===== src/rtl/predicate_writeback_queue_if.sv =====
// Bundle between the compare lanes, the predicate register write port and issue hazard logic.
// The queue is the slave; the producer/consumer side is the master.
interface predicate_writeback_queue_if #(
    parameter int LANES  = 16,
    parameter int ADDR_W = 6,
    parameter int WARP_W = 4,
    parameter int DEPTH  = 4
);
    logic                    in_valid;
    logic                    in_ready;
    logic [WARP_W-1:0]       in_warp;
    logic [ADDR_W-1:0]       in_addr;
    logic [LANES-1:0]        in_mask;
    logic [LANES-1:0]        in_data;
    logic                    rd_req;
    logic [LANES-1:0]        pr_write_en;
    logic [ADDR_W-1:0]       pr_waddr;
    logic [LANES-1:0]        pr_wdata;
    logic [WARP_W-1:0]       pr_warp_sel;
    logic [WARP_W-1:0]       hz_warp;
    logic [ADDR_W-1:0]       hz_addr;
    logic                    hz_hit;
    logic [$clog2(DEPTH):0]  occupancy;

    modport master (
        output in_valid, in_warp, in_addr, in_mask, in_data, rd_req, hz_warp, hz_addr,
        input  in_ready, pr_write_en, pr_waddr, pr_wdata, pr_warp_sel, hz_hit, occupancy
    );

    modport slave (
        input  in_valid, in_warp, in_addr, in_mask, in_data, rd_req, hz_warp, hz_addr,
        output in_ready, pr_write_en, pr_waddr, pr_wdata, pr_warp_sel, hz_hit, occupancy
    );
endinterface


===== src/rtl/predicate_writeback_queue.sv =====
// FIFO of per-warp predicate results drained one entry per cycle into the predicate register
// write port, yielding to the read side and answering pending-write hazard queries.
module predicate_writeback_queue #(
    parameter int LANES  = 16,
    parameter int ADDR_W = 6,
    parameter int WARP_W = 4,
    parameter int DEPTH  = 4
) (
    input  logic clk,
    input  logic rst,
    predicate_writeback_queue_if.slave bus
);
    localparam int IDX_W = $clog2(DEPTH);
    localparam int PTR_W = IDX_W + 1;

    typedef struct packed {
        logic [WARP_W-1:0] warp;
        logic [ADDR_W-1:0] addr;
        logic [LANES-1:0]  mask;
        logic [LANES-1:0]  data;
    } entry_t;

    entry_t            mem [DEPTH];
    entry_t            head;
    logic [PTR_W-1:0]  wr_ptr;
    logic [PTR_W-1:0]  rd_ptr;
    logic [PTR_W-1:0]  count;
    logic              live;
    logic              push;
    logic              pop;
    logic              hit;
    logic [IDX_W-1:0]  off;

    logic [LANES-1:0]  pr_en_q;
    logic [ADDR_W-1:0] pr_addr_q;
    logic [LANES-1:0]  pr_data_q;
    logic [WARP_W-1:0] pr_warp_q;

    // Wrap bit on each pointer distinguishes full from empty without a separate flag.
    assign count = wr_ptr - rd_ptr;
    assign head  = mem[rd_ptr[IDX_W-1:0]];

    // live holds in_ready low during reset and for the first edge after release.
    assign bus.in_ready  = live && (count < PTR_W'(DEPTH));
    assign bus.occupancy = count;

    // Zero-mask results complete the handshake but are never stored.
    assign push = bus.in_valid && bus.in_ready && (|bus.in_mask);
    assign pop  = (count != '0) && !bus.rd_req;

    always_ff @(posedge clk or posedge rst) begin
        if (rst) begin
            live      <= 1'b0;
            wr_ptr    <= '0;
            rd_ptr    <= '0;
            pr_en_q   <= '0;
            pr_addr_q <= '0;
            pr_data_q <= '0;
            pr_warp_q <= '0;
        end else begin
            // NOTE: non-blocking assignments keep every flop sampling pre-edge values, so ordering
            // between always_ff blocks never changes behaviour.
            live <= 1'b1;
            if (push) wr_ptr <= wr_ptr + PTR_W'(1);
            if (pop) begin
                rd_ptr    <= rd_ptr + PTR_W'(1);
                pr_en_q   <= head.mask;
                pr_addr_q <= head.addr;
                pr_data_q <= head.data;
                pr_warp_q <= head.warp;
            end else begin
                pr_en_q <= '0;
            end
        end
    end

    // NOTE: storage is deliberately left out of reset; clearing the pointers already empties the
    // queue, and validity of each slot is derived from the pointers, never from its contents.
    always_ff @(posedge clk) begin
        if (push) mem[wr_ptr[IDX_W-1:0]] <= '{warp: bus.in_warp, addr: bus.in_addr,
                                             mask: bus.in_mask, data: bus.in_data};
    end

    always_comb begin
        // NOTE: every variable gets a value before any branch so no latch can be inferred.
        off = '0;
        hit = (|pr_en_q) && (pr_warp_q == bus.hz_warp) && (pr_addr_q == bus.hz_addr);
        for (int i = 0; i < DEPTH; i++) begin
            off = IDX_W'(i) - rd_ptr[IDX_W-1:0];
            if (({1'b0, off} < count) && (mem[i].warp == bus.hz_warp) && (mem[i].addr == bus.hz_addr))
                hit = 1'b1;
        end
    end

    assign bus.hz_hit      = hit;
    assign bus.pr_write_en = pr_en_q;
    assign bus.pr_waddr    = pr_addr_q;
    assign bus.pr_wdata    = pr_data_q;
    assign bus.pr_warp_sel = pr_warp_q;
endmodule

===== src/flat_wrapper.sv =====
// flat-port wrapper written by rule: the top's interface ports become plain ports
module predicate_writeback_queue_flat 
#(
    parameter int LANES  = 16,
    parameter int ADDR_W = 6,
    parameter int WARP_W = 4,
    parameter int DEPTH  = 4
)
  (clk, rst, bus_in_valid, bus_in_warp, bus_in_addr, bus_in_mask, bus_in_data, bus_rd_req, bus_hz_warp, bus_hz_addr, bus_in_ready, bus_pr_write_en, bus_pr_waddr, bus_pr_wdata, bus_pr_warp_sel, bus_hz_hit, bus_occupancy);
  predicate_writeback_queue_if #(.LANES(LANES), .ADDR_W(ADDR_W), .WARP_W(WARP_W), .DEPTH(DEPTH)) bus_i ();
  input  logic clk;
  input  logic rst;
  input wire logic [$bits(bus_i.in_valid)-1:0] bus_in_valid;
  input wire logic [$bits(bus_i.in_warp)-1:0] bus_in_warp;
  input wire logic [$bits(bus_i.in_addr)-1:0] bus_in_addr;
  input wire logic [$bits(bus_i.in_mask)-1:0] bus_in_mask;
  input wire logic [$bits(bus_i.in_data)-1:0] bus_in_data;
  input wire logic [$bits(bus_i.rd_req)-1:0] bus_rd_req;
  input wire logic [$bits(bus_i.hz_warp)-1:0] bus_hz_warp;
  input wire logic [$bits(bus_i.hz_addr)-1:0] bus_hz_addr;
  output wire logic [$bits(bus_i.in_ready)-1:0] bus_in_ready;
  output wire logic [$bits(bus_i.pr_write_en)-1:0] bus_pr_write_en;
  output wire logic [$bits(bus_i.pr_waddr)-1:0] bus_pr_waddr;
  output wire logic [$bits(bus_i.pr_wdata)-1:0] bus_pr_wdata;
  output wire logic [$bits(bus_i.pr_warp_sel)-1:0] bus_pr_warp_sel;
  output wire logic [$bits(bus_i.hz_hit)-1:0] bus_hz_hit;
  output wire logic [$bits(bus_i.occupancy)-1:0] bus_occupancy;
  assign bus_i.in_valid = bus_in_valid;
  assign bus_i.in_warp = bus_in_warp;
  assign bus_i.in_addr = bus_in_addr;
  assign bus_i.in_mask = bus_in_mask;
  assign bus_i.in_data = bus_in_data;
  assign bus_i.rd_req = bus_rd_req;
  assign bus_i.hz_warp = bus_hz_warp;
  assign bus_i.hz_addr = bus_hz_addr;
  assign bus_in_ready = bus_i.in_ready;
  assign bus_pr_write_en = bus_i.pr_write_en;
  assign bus_pr_waddr = bus_i.pr_waddr;
  assign bus_pr_wdata = bus_i.pr_wdata;
  assign bus_pr_warp_sel = bus_i.pr_warp_sel;
  assign bus_hz_hit = bus_i.hz_hit;
  assign bus_occupancy = bus_i.occupancy;
  predicate_writeback_queue #(.LANES(LANES), .ADDR_W(ADDR_W), .WARP_W(WARP_W), .DEPTH(DEPTH)) u_core (.clk(clk), .rst(rst), .bus(bus_i));
endmodule

===== config.mk =====
export PLATFORM = sky130hd
export DESIGN_NAME = predicate_writeback_queue_flat
export DESIGN_NICKNAME = d
export VERILOG_FILES = /design/src/rtl/predicate_writeback_queue_if.sv /design/src/rtl/predicate_writeback_queue.sv /design/src/flat_wrapper.sv
export SDC_FILE = /design/constraint.sdc
export NUM_CORES = 1
export LEC_CHECK = 0
export ABC_AREA = 1
export CAP_MARGIN = 0
export CORE_ASPECT_RATIO = 1.25
export CORE_MARGIN = 4
export CORE_UTILIZATION = 41
export CTS_CLUSTER_SIZE = 25
export DETAILED_ROUTE_END_ITERATION = 6
export PLACE_DENSITY = 0.71
export RECOVER_POWER = 100
export SETUP_SLACK_MARGIN = 0.4
export SYNTH_ARGS = -nofsm -noshare
export SYNTH_HDL_FRONTEND = slang
export SYNTH_SLANG_ARGS = --single-unit

===== constraint.sdc =====
create_clock -name clk -period 5.9 [get_ports clk]
set_input_delay 1.18 -clock clk [delete_from_list [all_inputs] [get_ports clk]]
set_output_delay 1.18 -clock clk [all_outputs]
set_load 0.02 [all_outputs]

* After elaboration in Yosys (flattened, before gate mapping)
Memory sizes are Yosys's and may differ from the RTL's.
Index checks and enable logic that the tools add are counted.
** Storage, ports and cells
- Register bits after elaboration :: 49
- Bits in writable memories :: 168
- Logic and storage cells :: 55
- Memories kept :: 1
** Memories
- u_core.mem :: depth 4, bits a word 42, rd ports 5, clocked after memory_dff 0, write ports 1, RTL line predicate_writeback_queue.sv:23 : entry_t mem [DEPTH];
** Operators by class
- Add/subtract/negate cells :: 7
- Order comparisons :: 5
- Eq/ne operators :: 10
- Multiplexer cells :: 7
- Reductions and logical operators :: 18
** Operators by type and width (count)
- $reduce_or 16->1 :: 2
- $eq 6x6->1 :: 5
- $eq 4x4->1 :: 5
- $mux 16 :: 1
- $logic_and 1x1->1 :: 14
- $lt 2x3->1 :: 4
- $add 3x1->3 const B :: 2
- $mux 1 :: 6
- $sub 1x2->2 const A :: 2
- $sub 2x2->2 const A :: 2
- $lt 3x3->1 const B :: 1
- $reduce_bool 3->1 :: 1
- $sub 3x3->3 :: 1
- $logic_not 1->1 :: 1

* Longest topological paths before layout
Gate-level depths: netlist of run 1.
- Word-level depth :: 8
- Gate-level depth with buffers :: 14
- Depth with buffers taken out :: 13

* Worst setup path before layout of run 1
No wires, ideal clock.
- Kind :: reg2reg
- Start point :: register u_core.rd_ptr[1]
- End point :: memory u_core.mem[0][0] (netlist name), enable pin
- Setup time :: 502 ps
- Arrival :: 4755 ps
- Data required time :: 5398 ps
- Path slack :: 643 ps
- Stages on the path, launching flop included :: 9
- Cells stage by stage :: dfrtp_1 > inv_1 > clkbuf_1 > fa_1 > nand3_2 > nand2_2 > inv_2 > nand2_1 > nor3b_1
** On the way
- Word-level cells in the longest chain between the ends :: 7
** Ends and longest elaborated chain
- start, declared :: RTL line predicate_writeback_queue.sv:26 : logic [PTR_W-1:0] rd_ptr;
- start signal, assigned :: RTL line predicate_writeback_queue.sv:66 : rd_ptr <= rd_ptr + PTR_W'(1);
- $sub 3x3->3 :: RTL line predicate_writeback_queue.sv:40 : assign count = wr_ptr - rd_ptr;
- named net bus_occupancy[2] :: RTL line flat_wrapper.sv:27 : output wire logic [$bits(bus_i.occupancy)-1:0] bus_occupancy;
- $lt 3x3->1 :: RTL line predicate_writeback_queue.sv:44 : assign bus.in_ready = live && (count < PTR_W'(DEPTH));
- $logic_and 1x1->1 :: RTL line predicate_writeback_queue.sv:44
- $logic_and 1x1->1 (2 in series) :: RTL line predicate_writeback_queue.sv:48 : assign push = bus.in_valid && bus.in_ready && (|bus.in_mask);
- $mux 1 :: RTL line predicate_writeback_queue.sv:80 : if (push) mem[wr_ptr[IDX_W-1:0]] <= '{warp: bus.in_warp, addr: bus.in_addr,
- $mux 1 (implied by the code) :: RTL line predicate_writeback_queue.sv:80
- end, declared :: RTL line predicate_writeback_queue.sv:23
The timed path passes the listed nets, and every way through them passes these cells.

* Final worst setup path of run 1
- Start point :: register u_core.wr_ptr[0]
- End point :: output bus_hz_hit
** On the way
- Word-level cells in the longest chain between the ends :: 8
- Elaborated cells between the ends (all ways) :: 17
- Those cells by class :: add/sub (1); order compare (4); mux (4); reduce/logical (8)
** Ends and longest elaborated chain
- start, declared :: RTL line predicate_writeback_queue.sv:25 : logic [PTR_W-1:0] wr_ptr;
- start signal, assigned :: RTL line predicate_writeback_queue.sv:64 : if (push) wr_ptr <= wr_ptr + PTR_W'(1);
- $sub 3x3->3 (*) :: RTL line predicate_writeback_queue.sv:40
- $lt 2x3->1 :: RTL line predicate_writeback_queue.sv:90 : if (({1'b0, off} < count) && (mem[i].warp == bus.hz_warp) && (mem[i].addr == bus.hz_addr))
- $logic_and 1x1->1 (2 in series) :: RTL line predicate_writeback_queue.sv:90
- $mux 1 (3 in series) :: RTL line predicate_writeback_queue.sv:90
- $mux 1 (*) :: RTL line predicate_writeback_queue.sv:90
- end, declared :: RTL line flat_wrapper.sv:26 : output wire logic [$bits(bus_i.hz_hit)-1:0] bus_hz_hit;
Every way passes the cells marked *; elsewhere a longest branch is shown, timed or not.

==> results of run 1 <==
logic make-up after synthesis:
family,count (synthesis)
AOI/OAI and AO/OA,146
xor gates and xnor gates,26
adders and majority gates,13
buffers and inverters,96
DFF,217
other,1
and+or+nand+nor,355
metrics by stage:
step | cell area [um2] | util [%] | setup WS [ns] | hold WS, ns
final | 11200 | 50.3 | 1.13 | 0.465
after global routing | 11200 | 50.3 | 0.908 | 0.483
after CTS | 11300 | 50.7 | 1.12 | 0.473
after detailed placement | 10600 | 47.6 | 1.51 | 0.460
after global placement | 10600 | 47.6 | 1.52 | 0.453
after floorplan | 9320 | - | 0.643 | 0.500
registers in the layout, summed over array words and instances (netlist names):
signal                  count
u_core.bus.pr_waddr         6
u_core.bus.pr_warp_sel      4
u_core.bus.pr_wdata        16
u_core.bus.pr_write_en     16
u_core.live                 1
u_core.mem                168
u_core.rd_ptr               3
u_core.wr_ptr               3
cell type report:
type | instances | area (um2)
repair buffers | 115 | 1090
inverters | 53 | 199
clock inverters | 11 | 81.3
well taps | 283 | 354
fillers | 1979 | 11100
multi-input cells | 541 | 2600
flip-flops and latches | 217 | 6270
diodes | 4 | 10.0
clock buffers | 29 | 608
power by group:
group          internal [mW]  switching [mW]
Combinational          0.710            1.37
Clock                  0.769           0.558
Sequential              1.94           0.136
Total                   3.42            2.07
worst min path at each step:
| stage | startpoint | to | slack [ns] | cells past startpoint |
|---|---|---|---|---|
| after floorplan | u_core.mem[3][16] | u_core.bus.pr_write_en[0] | 0.50 | 2 |
| after global placement | u_core.bus.pr_wdata[1] | u_core.bus.pr_wdata[1] | 0.45 | 2 |
| after detailed placement | u_core.bus.pr_wdata[12] | u_core.bus.pr_wdata[12] | 0.46 | 2 |
| after CTS | u_core.bus.pr_wdata[12] | u_core.bus.pr_wdata[12] | 0.47 | 2 |
| after global routing | u_core.bus.pr_wdata[12] | u_core.bus.pr_wdata[12] | 0.48 | 2 |
| final | u_core.bus.pr_wdata[12] | u_core.bus.pr_wdata[12] | 0.46 | 2 |
layout by cell type (no fill, tap or decap), types with 12 or more instances in the layout:
cell type | Yosys | routed
dfrtp_1 | 49 | 48
ha_1 | 12 | 12
nor2_1 | 151 | 151
xor2_1 | 13 | 13
dlygate4sd3_1 | 0 | 89
inv_1 | 50 | 48
o22ai_1 | 17 | 17
clkbuf_16 | 0 | 23
a21oi_1 | 20 | 29
o21ai_0 | 96 | 96
nand2_1 | 151 | 152
nand3_1 | 38 | 39
xnor2_1 | 13 | 13
clkdlybuf4s50_1 | 0 | 13
edfxtp_1 | 168 | 168
metal layers:
| layer | track usage (%) | vias to the layer above | wire length, um |
|---|---|---|---|
| li1 | - | 3079 | - |
| met1 | 20.5 | 3052 | 8390 |
| met2 | 31.0 | 197 | 11500 |
| met3 | 3.58 | 48 | 1450 |
| met4 | 5.86 | 4 | 574 |
| met5 | 0 | - | 21 |
worst max-delay path, delay by kind of cell (launching register included):
family,cells,cell delay (ns)
simple gates,3,0.28
fa+ha+maj,3,1.01
buf+inv,5,1.10
compound gates,1,0.28
flops,1,0.43
==> impl_results.md, run 1 <==
* Status: finished with violations
* Failing checks: max-capacitance violations, max-slew violations
* CP startpoint: u_core.wr_ptr[0]
* Worst setup path endpoint: bus_hz_hit
* CP Cell Sequence: inv_1 > ha_1 > inv_1 > fa_1 > inv_1 > ha_1 > inv_1 > nor2_1 > o21ai_0 > nand3_1 > nand3_1 > dlygate4sd3_1
* CTS Root Cell: clkbuf_16
* Mapped Cells at approximately 850
* Share of the synthesized area in the top cell type at around 54%
* PostCTS Resize Cnt at 0
* Post-CTS Setup Inserts at 0
* Compound-Gate Fraction of Synth Area at under 10%
* Top cells by count, synth: edfxtp_1 (168), nand2_1 (151), nor2_1 (151)
* CTS clk-pin slew, worst paths at ~0.06 ns
* Boundary pin count at between 100 and 150
* Row count at slightly above 60
* Total Negative Setup Slacks at 0 ns
* DIE HEIGHT at about 180 um
* Initial antenna violation count at 7
* DR WL/cell at about 17 um
* Clock latency on the worst-skew pair at 0.49 ns
* Most used cell, CP: inv_1
* Worst reg2reg path startpoint: u_core.wr_ptr[0]
* Leak at approximately 4.4 nW
* FF-to-FF End: u_core.mem[3][11]
* Mean Syn Cell Area at 10.9 um2
* Final nets at between 1000 and 1500
* Synth Area in Simple Gates at between 15 and 20%
* RD Place Congestion at 0.787
* Worst VDD drop at around 0.32 mV
* Die footprint at around 25000 um2
* Largest family of logic cells by synthesized area: simple AND/OR/NAND/NOR gates
* Worst EP arrival at 3.59 ns
* Period utilization at 80.9%
* Core Region at between 20000 and 25000 um2
* Vias/cell at roughly 5.1
* Power Density at 489 nW/um2
* Largest net degree at the start of global routing at 90
* Post-synthesis sequential area ratio at roughly two thirds
* Reg-to-reg setup timing slack at ~1.4 ns
* Slowest CP cell: dlygate4sd3_1
* Seq cells post-synth at approximately 220
* DRC viols at 0
* EDFF count, synth at 168
* First-pass GRT wire length at around 34000 um
* IO buf count at 102
* Worst-margin pin slew at between 3 and 4 ns
* Tot Pwr at about 5.5 mW
* Syn-to-layout area delta at 20.4%
* Fmax achieved at approximately 210 MHz
* Post-layout minimum cycle time at 4.77 ns
* Crit-path max FO at 6
* Placed insts at 1209
* RSZ-0062 raised after global routing: no
* Synth top area cells: edfxtp_1 (54%), dfrtp_1 (13%), nand2_1 (6.1%), nor2_1 (6.1%), o21ai_0 (5.2%)
* CTS tree: yes
* Antenna-violating nets left at 0
* Synth Area in XOR/XNOR at under 10%
* Synth Area in Adders at around 1.8%
* Clock Skew at slightly below 0.009 ns
* Post-Syn Nets at about 920
* Gr usage total at about 17%
* Crit path launch type: register
* Initial drt markers at between 500 and 600
* Crit. End Element: output pin
* Share of cells above drive strength 1 at 5.07%
* Synth area leader: edfxtp_1
* Via count at between 6000 and 7000
* Vias in the first global route at approximately 6400
* Reg2Reg Depth at 10
* Mux contribution to synthesized area at 0%
* Slew headroom at -106%
* Grt ovf at 0
* Die width at ~140 um
* MaxCap Viol Count at 5
* Hold buffers post-CTS at 0
* Slew Limit Fails at between 150 and 200
* DPL Wire Length at 12900 um
* Final hold vios at 0
* Clock sinks at roughly 220
* Async S/R FF share, synth at 22.6%
* Synth unique cells at 30
* Clock buffer depth at 3
* Worst path max stage delay at a little under 0.7 ns
* Initial Util at between 40% and 50%
* CTS buffer count at 22
* H-tree depth at 1
* Class of the worst hold path: register to register
* Detailed Route WL at around 22000 um
* Yosys Warn Count at 0
* # setup viols final at 0
* Final Non-Filler Cells at ~1300
* Drt pass-1 iters at 5
* Setup CP Type: register to output pin
* Most common cell in the netlist: edfxtp_1
* Synth Flop Type: edfxtp_1
* Mapped Area at 9320 um2
* Worst Path Required at ~4.7 ns
Note: power is estimated with default switching activity, not from simulation.
==> run 2, diff against run 1 <==
==> constraint.sdc (replaced) <==
create_clock -name clk -period 4.85 [get_ports clk]
set_input_delay 0.97 -clock clk [delete_from_list [all_inputs] [get_ports clk]]
set_output_delay 0.97 -clock clk [all_outputs]
set_load 0.02 [all_outputs]
==> run 2 against run 1 <==
Effect of this change: sequential power rose by 21%; critical endpoint is now bus_in_ready; cell count fell by 0.24%; critical path type unchanged; the run still ends with max-capacitance violations, max-slew violations left; die area unchanged; sequential share of layout area rose by 0.29 points; combinational power grew 24%; worst hold slack improved by 0.00058 ns.
==> impl_results.md, run 2 (same netlist as run 1, synthesis figures left out) <==
* Crit path launch type: register
* Period utilization at 85.8%
* Vias in the first global route at 6354 (-0.90%)
* Crit. End Element: output pin
* Initial antenna violation count at 4 (-3)
* Status: finished with violations
* Syn-to-layout area delta at 19.8%
* Clock Power Share at 22.8% (-1.4 points)
* Row count at 61 (unchanged)
* Internal at 4.08 mW (+19%)
* CTS Root Cell: clkbuf_16
* Worst reg2reg path startpoint: u_core.wr_ptr[0]
* Max reg flops at 168 (unchanged)
* Initial drt markers at 405 (-31%)
* Register Area at 6270 um2 (unchanged)
* Die width at 143 um (unchanged)
* Multi-input logic area at 2600 um2 (about the same)
* Tot Pwr at 6.60 mW (+20%)
* Placed Area at 10600 um2 (about the same)
* DPL Wire Length at 13300 um (+2.9%)
* Final hold vios at 0 (unchanged)
* Failing checks: max-capacitance violations, max-slew violations
* Clock Skew at 0.0238 ns (+0.0150 ns)
* Worst VDD drop at 0.405 mV (+28%)
* First-pass GRT wire length at 33900 um (-0.55%)
* Leak at 4.39 nW (-0.36%)
* GRT busiest layer: met2
* Slew Limit Fails at 109 (-28%)
* Crit-path max FO at 7 (+1)
* CTS clk-pin slew, worst paths at 0.06 ns (about the same)
* Worst-margin pin slew at 2.00 ns (-1.09 ns)
* Worst EP arrival at 3.19 ns (-0.40 ns)
* Switching Share at 38.2% (+0.53 points)
* Grt ovf at 0 (unchanged)
* GR Util met2 at 31.4% (+0.45 points)
* Clock latency on the worst-skew pair at 0.51 ns (+0.02 ns)
* Detailed Route WL at 21900 um (+0.25%)
* Met1 Usage GRT at 20.4% (-0.11 points)
* Min-delay src: u_core.bus.pr_wdata[8]
* Setup CP Type: register to output pin
* RSZ-0062 raised after global routing: no
* Drt pass-1 iters at 5 (unchanged)
* Sw power at 2.52 mW (+22%)
* GR Util met3 at 3.41% (-0.16 points)
* DR WL/cell at 17.6 um (+0.49%)
* # setup viols final at 0 (unchanged)
* RD Place Congestion at 0.821 (+4.3%)
* Die footprint at 25200 um2 (unchanged)
* IO buf count at 102 (unchanged)
* CP startpoint: u_core.wr_ptr[0]
* Clock buffer depth at 3 (unchanged)
* Worst Path Required at 3.88 ns (-0.84 ns)
* Filler cells at 1985 (+0.30%)
* H-tree depth at 1 (unchanged)
* Commonest non-fill, non-tap cell in the layout: edfxtp_1
* Power share of the combinational group at 39.0% (+1.1 points)
* Sequential share of power at 38.2% (+0.3 points)
* Vias/cell at 5.07 (-0.40%)
* Fmax achieved at approximately 240 MHz
* Share of cells above drive strength 1 at 4.87% (-0.20 points)
* CTS buffer count at 21 (-4.5%)
* Clock sinks at 217 (unchanged)
* Hold buffers post-CTS at 0 (unchanged)
* CTS tree: yes
* Initial Util at 41.8% (unchanged)
* DRC viols at 0 (unchanged)
* Gr usage total at 17.3% (-0.027 points)
* Antenna-violating nets left at 0 (unchanged)
* Post-layout minimum cycle time at 4.16 ns
* Final nets at 1019 (unchanged)
* Boundary pin count at 103 (unchanged)
* Finished Cell Area at 11200 um2 (-0.52%)
* DIE HEIGHT at 177 um (unchanged)
* Via count at 6339 (-0.64%)
* Slew headroom at -33.1% (+73 points)
* MaxCap Viol Count at 4 (-1)
* Class of the worst hold path: register to register
* Core Region at 22300 um2 (unchanged)
* Largest net degree at the start of global routing at 90 (unchanged)
* WHS at 0.465 ns (+0.000582 ns)
* Most frequent cells in the layout: edfxtp_1 (168), nand2_1 (153), nor2_1 (151)
* Power Density at 591 nW/um2 (+21%)
[run 2: changes by cell type in the layout (fill, tap and decap cells not counted), moves of 2 or more]
cell        change
clkbuf_16       -2
clkbuf_8        +2
clkinv_2        +2
clkinvlp_4      -2
diode_2         -2
nor3b_1         +2
nor3b_2         -2
[run 2: cell type report]
cell class	count	area share [%]
Clock inverter	11	0.493
Clock buffer	27	5.18
Timing Repair Buffer	116	9.81
Multi-Input combinational cell	541	23.3
Tap cell	283	3.17
Inverter	53	1.78
Antenna cell	2	0.0449
Sequential cell	217	56.2
[run 2: final timing paths]
| kind | end | slack (ns) | depth (start not counted) |
|---|---|---|---|
| worst max-delay path | bus_in_ready | 0.69 | 10 |
| worst max register to register | u_core.bus.pr_wdata[6] | 0.74 | 12 |
| max in group asynchronous | u_core.rd_ptr[0] | 1.30 | 3 |
| worst min register to register | u_core.bus.pr_wdata[8] | 0.47 | 2 |
| min in group asynchronous | u_core.bus.pr_write_en[9] | 1.20 | 2 |
| worst min-delay path | u_core.bus.pr_wdata[8] | 0.47 | 2 |
[run 2: power by group through the flow]
stage / sequential (mW) / clock, mW / combinational (mW)
3_3_place_gp: 2.55 / 0 / 2.67
6_report: 2.52 / 1.50 / 2.57
3_5_place_dp: 2.56 / 0 / 2.72
4_1_cts: 2.52 / 1.54 / 2.73
5_1_grt: 2.56 / 1.62 / 2.87
2_1_floorplan: 2.73 / 0 / 1.58
[run 2: critical path, stage by stage, from the launching register on]
cell and delay, ns:
dfrtp_1 0.42, inv_1 0.14, ha_1 0.19, inv_1 0.07
fa_1 0.39, nand3_1 0.20, nand2_1 0.13, inv_1 0.17
nand2_1 0.19, inv_1 0.13, dlygate4sd3_1 0.68
[run 2: routing by layer]
layer,routed length (um),vias up
met2,11400,167
li1,-,3078
met4,480,4
met5,21,-
met3,1350,32
met1,8710,3058
[run 2: per-stage QoR]
step | setup TNS (ns) | worst slack, ns | utilization [%] | std cells
after detailed placement | 0 | 0.951 | 47.6 | 1210
after floorplan | -68.43 | -0.407 | - | 854
after CTS | 0 | 0.436 | 50.5 | 1248
after global routing | 0 | 0.408 | 50.1 | 1250
final | 0 | 0.687 | 50.1 | 1250
after global placement | 0 | 0.943 | 47.6 | 1210
[run 2: repair_timing]
item | 4_1_cts | 5_1_grt
setup endpoints to repair | 0 | 1
resized for setup | 0 | 3
buffers inserted | 0 | 0
